**src/rtl/mem_access_ctrl_pkg.sv**
```systemverilog
// mem_access_ctrl_pkg
//   Shared definitions for the memory access controller: default widths,
//   the default memory-mapped I/O word address and the FSM state encoding.
package mem_access_ctrl_pkg;

   localparam int         DEF_ADDR_W  = 9;
   localparam int         DEF_DATA_W  = 32;
   localparam logic [8:0] DEF_IO_ADDR = 9'h1FF;

   typedef enum logic [1:0] {
      IDLE     = 2'd0,
      RD_ISSUE = 2'd1,
      RD_CAPT  = 2'd2,
      WR_ISSUE = 2'd3
   } state_t;

endpackage

```
**src/rtl/mem_access_ctrl.sv**
```systemverilog
// mem_access_ctrl
//   Sits between the CPU control unit (MAR/MDR) and a 512x32 synchronous RAM
//   with a one-cycle registered read. Latches one request, drives the RAM
//   strobes from registers, and returns a single-cycle Done pulse. The word
//   at IO_ADDR is an I/O port: reads return InPort, writes load OutPort, and
//   the RAM is never strobed for it.
//
// Ports
//   Clock, Reset_n      : rising-edge clock, asynchronous active-low reset
//   Req, WrEn           : request strobe and direction (1 = write)
//   Addr, WrData        : word address and write data, latched on accept
//   RdData              : last read result, held until the next read ends
//   Busy, Done          : busy while not IDLE; one-cycle completion pulse
//   RamRead, RamWrite   : registered RAM strobes, never both high
//   RamAddr, RamDataIn  : latched address/data presented to the RAM
//   RamDataOut          : RAM read data, valid the cycle after RamRead
//   InPort, OutPort     : I/O input pins and output register
//   dbg_state           : current FSM state, for observation only
//
// Handshake: a request is accepted on any rising edge where the FSM is IDLE
// and Req=1 (Busy=0 acts as ready). Req while Busy is dropped, not queued.
// Done high in IDLE does not block acceptance, so requests may run
// back-to-back with no bubble.
module mem_access_ctrl
   import mem_access_ctrl_pkg::*;
#(
   parameter int                ADDR_W  = DEF_ADDR_W,
   parameter int                DATA_W  = DEF_DATA_W,
   parameter logic [ADDR_W-1:0] IO_ADDR = ADDR_W'(DEF_IO_ADDR)
) (
   input  logic              Clock,
   input  logic              Reset_n,
   input  logic              Req,
   input  logic              WrEn,
   input  logic [ADDR_W-1:0] Addr,
   input  logic [DATA_W-1:0] WrData,
   output logic [DATA_W-1:0] RdData,
   output logic              Busy,
   output logic              Done,
   output logic              RamRead,
   output logic              RamWrite,
   output logic [ADDR_W-1:0] RamAddr,
   output logic [DATA_W-1:0] RamDataIn,
   input  logic [DATA_W-1:0] RamDataOut,
   input  logic [DATA_W-1:0] InPort,
   output logic [DATA_W-1:0] OutPort,
   output logic [1:0]        dbg_state
);

   state_t state;
   logic   is_io;

   // RamAddr/RamDataIn are themselves the latched request registers, so the
   // RAM never sees the live Addr/WrData inputs.
   always_ff @(posedge Clock or negedge Reset_n) begin
      if (!Reset_n) begin
         state     <= IDLE;
         is_io     <= 1'b0;
         RamAddr   <= '0;
         RamDataIn <= '0;
         RamRead   <= 1'b0;
         RamWrite  <= 1'b0;
         RdData    <= '0;
         OutPort   <= '0;
         Done      <= 1'b0;
      end else begin
         // Strobes and Done are one-cycle pulses unless re-asserted below.
         Done     <= 1'b0;
         RamRead  <= 1'b0;
         RamWrite <= 1'b0;
         case (state)
            IDLE: begin
               if (Req) begin
                  RamAddr   <= Addr;
                  RamDataIn <= WrData;
                  is_io     <= (Addr == IO_ADDR);
                  // Strobe is raised here so it is high during the issue state.
                  if (WrEn) begin
                     state    <= WR_ISSUE;
                     RamWrite <= (Addr != IO_ADDR);
                  end else begin
                     state    <= RD_ISSUE;
                     RamRead  <= (Addr != IO_ADDR);
                  end
               end
            end
            RD_ISSUE: begin
               // RAM registers its output on this edge.
               state <= RD_CAPT;
            end
            RD_CAPT: begin
               RdData <= is_io ? InPort : RamDataOut;
               Done   <= 1'b1;
               state  <= IDLE;
            end
            WR_ISSUE: begin
               if (is_io) OutPort <= RamDataIn;
               Done  <= 1'b1;
               state <= IDLE;
            end
            default: state <= IDLE;
         endcase
      end
   end

   assign Busy      = (state != IDLE);
   assign dbg_state = state;

endmodule

```
**config.mk**
```make
export PLATFORM = sky130hd
export DESIGN_NAME = mem_access_ctrl
export DESIGN_NICKNAME = d
export VERILOG_FILES = /design/src/rtl/mem_access_ctrl_pkg.sv /design/src/rtl/mem_access_ctrl.sv
export SDC_FILE = /design/constraint.sdc
export NUM_CORES = 1
export LEC_CHECK = 0
export CAP_MARGIN = 20
export CORE_MARGIN = 4
export CORE_UTILIZATION = 40
export CTS_CLUSTER_SIZE = 24
export DETAILED_ROUTE_END_ITERATION = 8
export GPL_TIMING_DRIVEN = 1
export PLACE_DENSITY = 0.78
export SYNTH_ARGS = -nofsm -noshare
export SYNTH_HDL_FRONTEND = slang
export SYNTH_SLANG_ARGS = --single-unit
export TNS_END_PERCENT = 5
```
**constraint.sdc**
```tcl
create_clock -name Clock -period 1.72 [get_ports Clock]
set_input_delay 0.344 -clock Clock [delete_from_list [all_inputs] [get_ports Clock]]
set_output_delay 0.344 -clock Clock [all_outputs]
set_load 0.01 [all_outputs]
```
==> impl_metrics.tcl, run 1 <==
set metrics [dict create \
    first_iter_violations 110 \
    syn-cell-area_um2 4450 \
    clkLatencyLatePin_ns 0.35 \
    drcViolationCount 0 \
    num_vias 3217 \
    met2_usage_pct 31.4 \
    finalHoldViolCount 0 \
    cpPeakStageDelay_ns 0.57 \
    die_x_um 113 \
    reg2reg_from "dbg_state[0]" \
    drv_cap 0 \
    crit_chain "clkdlybuf4s50_1" \
    wire_per_inst_um 17.2 \
    outcome "completed" \
    setup_tns_ns 0 \
    postSynthCellCount 314 \
    yosys_warnings 0 \
    peakVddDrop_v 0.000590 \
    worst_pin_slew_ns 0.408 \
    crit_start "RdData[12]" \
    clkTransAtPathRegs_ns 0.10 \
    dr.pass1.iters 4 \
    first_global_vias 3547 \
    dp_cells 663 \
    cts_tree "built" \
    fin_crit_sh_pct 96.2 \
    final_cells 680 \
    path_depth 1 \
    final_cell_mix "clkdlybuf4s50_1, dfrtp_1, mux2_2" \
    grt-ovfl-total 0 \
    layout_commonest_cell "clkdlybuf4s50_1" \
    rsz0062_at_grt "no" \
    wl_mm 11.7 \
    worstPathMaxFanout 2 \
    power_density_nw_per_um2 1140 \
    cts_made_buffers 9 \
    rows 38 \
    end_kind "primary output" \
    place_congestion 0.859 \
    critical_path_buf_inv_count 1 \
    met1_usage_pct 19.8 \
    grt_pass1_wl_mm 18.7 \
    yosysSeqAreaShare_pct 62.4 \
    numClockSinks 111 \
    crit_arrival_ns 1.31 \
    dp_hpwl_mm 9.10 \
    area_growth_pct 57.9 \
    final_max_slew_viol_count 0 \
    die_h_um 113 \
    fp.dieArea_um2 12900 \
    grt_use_total_pct 18.5 \
    antenna_found_initial 0 \
    detail-route-antenna-nets 0 \
    setup_viol 0 \
    post_route_cells_drive_above_1_share_pct 18.7 \
    hp-class "in -> async" \
    critPathKind "reg -> out" \
    gr-max-usage-layer "met2" \
    finalCriticalPeriod_ns 1.66 \
    coreArea_um2 10900 \
    fin_nets 644 \
    grt_max_degree 65 \
    cp_top_family "buffers and inverters" \
    h-tree-depth 3 \
    cts_root_buf "clkbuf_8" \
    power_leakage_uw 0.00303 \
    start_util_pct 40.9 \
    max_slew_margin_pct 72.8 \
    synth.ff_latch_count 111 \
    ios 220 \
    viasPerCell 4.73 \
    fin_worst_skew_ns 0.00820 \
    numPortBuffers 219 \
    syn_nets 423 \
    cts_buffer_depth 2 \
    fmax_mhz 604 \
    crit_required_ns 1.38 \
    rr_worst_depth 4 \
    yosysUniqueCellTypes 20 \
    antenna_cells 0 \
    crit_slowest_cell "clkdlybuf4s50_1" \
    met3_usage_pct 10.3 \
    synth_area_per_cell_um2 14.2 \
    start_kind "flop" \
]
## final timing paths
path | endpoint | slack (ns)
max | RdData[12] | 0.06
min | RamDataIn[10] | 0.36
max reg2reg | RamDataIn[7] | 0.23
min reg2reg | RdData[6] | 0.49
max in group asynchronous | is_io | 0.83
min in group Clock | RdData[6] | 0.49
## layer usage
layer | up-vias | share of wire [%]
li1 | 1527 | -
met1 | 1525 | 37
met2 | 153 | 48
met3 | 12 | 14
met4 | 0 | 1.3
met5 | - | 0
## cells by family (layout without fill, tap and decap cells)
group | after synthesis | after routing | share of synthesized area, %
flip-flops | 111 | 111 | 62.4
multiplexers | 106 | 106 | 25.9
AND/OR/NAND/NOR | 43 | 43 | 4.53
AO/OA/AOI/OAI | 33 | 33 | 3.71
buffers and inverters | 21 | 247 | 3.46
## report_power, final
| part | leakage (µW) | internal (µW) | switching, µW |
|---|---|---|---|
| sequential | 0.00139 | 3260 | 408 |
| combinational | 0.00155 | 1760 | 1110 |
| clock | 0.0000946 | 647 | 838 |
## cell usage after synthesis
| cell | count | area share, % |
|---|---|---|
| dfrtp_1 | 111 | 62 |
| mux2_2 | 70 | 18 |
| mux2i_1 | 33 | 7.4 |
| nand2_1 | 33 | 2.8 |
| o21ai_0 | 32 | 3.6 |
| buf_2 | 8 | 0.90 |
| clkbuf_1 | 7 | 0.59 |
| buf_12 | 4 | 1.8 |
| mux2_1 | 3 | 0.76 |
| inv_1 | 2 | 0.17 |
| nand3_1 | 2 | 0.22 |
| a21oi_1 | 1 | 0.11 |
| and3_1 | 1 | 0.14 |
| and3b_1 | 1 | 0.20 |
| nand4_1 | 1 | 0.14 |
| nor2_1 | 1 | 0.084 |
| nor2_8 | 1 | 0.45 |
| or2_4 | 1 | 0.20 |
| or2b_1 | 1 | 0.17 |
| or3_1 | 1 | 0.14 |
## cell type report
type | instances | area (µm²)
fill | 848 | 3860
sequential | 111 | 2780
timing repair buffer | 229 | 2350
multi-input combinational | 182 | 1520
tap | 140 | 175
clock buffer | 12 | 165
clock inverter | 4 | 28.8
inverter | 2 | 7.51
## state kept, by name, summed over array words and instances, names as in the netlist
signal,cells
Done,1
RdData,32
RamRead,1
dbg_state,2
is_io,1
RamWrite,1
RamDataIn,32
RamAddr,9
OutPort,32
## per-stage QoR
step | instance area [µm²] | hold WS (ns) | util, % | power, µW | worst slack (ns)
after floorplan | 4450 | 0.0484 | - | 4720 | 0.183
after global placement | 6810 | 0.173 | 62.6 | 6580 | -0.0263
after detailed placement | 6810 | 0.179 | 62.6 | 6670 | -0.0287
after CTS | 7020 | 0.318 | 64.4 | 8170 | 0.0187
after global routing | 7030 | 0.357 | 64.5 | 8520 | 0.00110
final | 7030 | 0.355 | 64.5 | 8030 | 0.0646
## repair_timing
item,CTS,global route
setup endpoints to repair,3,7
setup buffers,0,0
hold endpoints to repair,5,0
gates resized for setup,4,7
cloned,0,0
hold buffers,1,0
Note: power is estimated with default switching activity, not from simulation.
==> inputs of run 2 (changes only) <==
ABC_AREA = 1   (was unset)
==> impl_metrics.tcl, run 2 <==
set metrics [dict create \
    outcome "completed" \
    grt-ovfl-total 0 \
    clkLatencyLatePin_ns 0.36 \
    synth.ff_latch_count 111 \
    cts_tree "built" \
    drcViolationCount 0 \
    cpPeakStageDelay_ns 0.56 \
    synth_edf_count 0 \
    rsz0062_at_grt "no" \
    multiInputGateArea_um2 1340 \
    area_growth_pct 58.9 \
    first_iter_violations 378 \
    crit_slowest_cell "clkdlybuf4s50_1" \
    reg2reg_from "is_io" \
    clkTransAtPathRegs_ns 0.11 \
    first_global_vias 3963 \
    grt_max_degree 65 \
    num_vias 4042 \
    reg_top3 "OutPort: 32 flops, RamDataIn: 32 flops, RdData: 32 flops" \
    end_kind "primary output" \
    hp-class "in -> async" \
    rrSetupSlack_ns 0.40 \
    critPathKind "reg -> out" \
    finalCriticalPeriod_ns 1.67 \
    coreArea_um2 10500 \
    cts_made_buffers 9 \
    h-tree-depth 3 \
    synth.most_common_cell "nand2_1" \
    power_density_nw_per_um2 1110 \
    finalHoldViolCount 0 \
    setup_tns_ns 0 \
    synthArstFlopShare_pct 100 \
    ios 220 \
    syn-cell-area_um2 4390 \
    dp_hpwl_mm 9.60 \
    die_x_um 113 \
    syn_nets 594 \
    start_kind "flop" \
    fin_crit_sh_pct 96.9 \
    path_depth 1 \
    antenna_cells 0 \
    worst_pin_slew_ns 0.369 \
    cts_buffer_depth 2 \
    yosysUniqueCellTypes 16 \
    antenna_found_initial 0 \
    synth_common_cells "nand2_1, dfrtp_1, o21ai_0" \
    grt_pass1_wl_mm 20.0 \
    yosysTopAreaCell "dfrtp_1" \
    synth_top_flop_cell "dfrtp_1" \
    setup_viol 0 \
    nFillCells 844 \
    swShare_pct 32.0 \
    post_route_cells_drive_above_1_share_pct 4.85 \
    p_clk_share_pct 19.6 \
    numClockSinks 111 \
    seqCellArea_um2 2780 \
    power_leakage_uw 0.00309 \
    crit_arrival_ns 1.32 \
    p_int_uw 5280 \
    wl_mm 12.7 \
    max_slew_margin_pct 75.4 \
    die_h_um 113 \
    cts_root_buf "clkbuf_8" \
    viasPerCell 4.83 \
    fp.dieArea_um2 12700 \
    peakVddDrop_v 0.000562 \
    crit_chain "clkdlybuf4s50_1" \
    layout_commonest_cell "clkdlybuf4s50_1" \
    fin_util_pct 66.3 \
    power.switching_uw 2490 \
    fin_worst_skew_ns 0.00958 \
    place_congestion 0.781 \
    netlist.area_leader.share_pct 63.3 \
    cp_top_family "buffers and inverters" \
    worstPathMaxFanout 2 \
    final_cell_mix "clkdlybuf4s50_1, nand2_1, dfrtp_1" \
    fin_nets 805 \
    rr_worst_depth 4 \
    critical_path_buf_inv_count 1 \
    final_max_slew_viol_count 0 \
    rr_endpoint "RdData[19]" \
    rows 37 \
    power_frac_comb_pct 35.0 \
    synth_area_per_cell_um2 9.05 \
    dr.pass1.iters 5 \
    postSynthCellCount 485 \
    wire_per_inst_um 15.1 \
    detail-route-antenna-nets 0 \
    grt_use_total_pct 19.5 \
    synthTopCellsByArea "dfrtp_1, nand2_1, o21ai_0, a31oi_1, nor2_1" \
    drv_cap 0 \
    fmax_mhz 600 \
    numPortBuffers 219 \
    crit_required_ns 1.38 \
    postCtsSetupBuffers 0 \
    seqPwrFrac_pct 45.4 \
    start_util_pct 41.8 \
    yosysSeqAreaShare_pct 63.3 \
    yosys_warnings 0 \
]
==> run 2: cell count changes after synthesis, sizes merged, moves of 2 or more <==
cell | previous run | this run
mux2 | 73 | 0
a31oi | 0 | 32
inv | 2 | 39
nand2 | 33 | 165
nor2 | 2 | 38
mux2i | 33 | 0
nand3 | 2 | 4
o21ai | 32 | 65
clkbuf | 7 | 16
==> run 2: timing repair <==
action / in CTS / in global routing
hold endpoints to repair: 25 / 0
setup endpoints to repair: 3 / 1
gates cloned: 0 / 0
resized for setup: 5 / 1
hold buffers: 1 / 0
==> run 2: area by class of cell <==
cell class	instances	share of cell area, %
tap	136	2.44
timing repair buffer	229	33.6
clock inverter	7	1.04
multi-input combinational	306	19.2
clock buffer	9	1.78
inverter	39	2.10
sequential	111	39.9
==> run 2: metrics by stage <==
step	hold WS [ns]	instances	power [µW]	worst slack, ns	cell area, µm²
2_1_floorplan	0.0484	485	4510	0.500	4390
3_3_place_gp	0.279	820	6250	0.216	6760
3_5_place_dp	0.280	820	6320	0.198	6760
4_1_cts	0.423	837	7860	0.0317	6970
5_1_grt	0.433	837	8230	0.00898	6970
6_report	0.428	837	7770	0.0541	6970
==> run 2: routing by layer <==
layer | track usage [%] | wire [µm] | share of wire, % | vias to the layer above
met5 | 0 | 0 | 0 | -
met4 | 6.01 | 237 | 1.9 | 0
met3 | 5.94 | 1160 | 9.2 | 17
met2 | 32.4 | 6090 | 48 | 175
met1 | 24.5 | 5160 | 41 | 1885
li1 | - | - | - | 1965
==> run 2: worst max path at each step <==
stage	to	slack [ns]	start
2_1_floorplan	RamDataIn[25]	0.50	dbg_state[0]
3_3_place_gp	Busy	0.22	dbg_state[1]
3_5_place_dp	Busy	0.20	dbg_state[1]
4_1_cts	OutPort[23]	0.03	OutPort[23]
5_1_grt	RamDataIn[23]	0.009	RamDataIn[23]
6_report	RamDataIn[22]	0.05	RamDataIn[22]
==> run 2: power by group through the flow <==
stage | Sequential, µW | Clock, µW | Combinational (µW)
finish | 3530 | 1520 | 2720
global route | 3600 | 1680 | 2940
CTS | 3530 | 1580 | 2750
detailed placement | 3570 | 0 | 2750
global placement | 3550 | 0 | 2700
floorplan | 3820 | 0 | 690
==> run 2: cells by family (layout without fill, tap and decap cells) <==
logic type             after synthesis  in the layout  synth area share [%]
and+or+nand+nor                    208            208                  18.4
DFF                                111            111                  63.3
buffers and inverters               68            284                  6.24
AOI/OAI and AO/OA                   98             98                  12.1
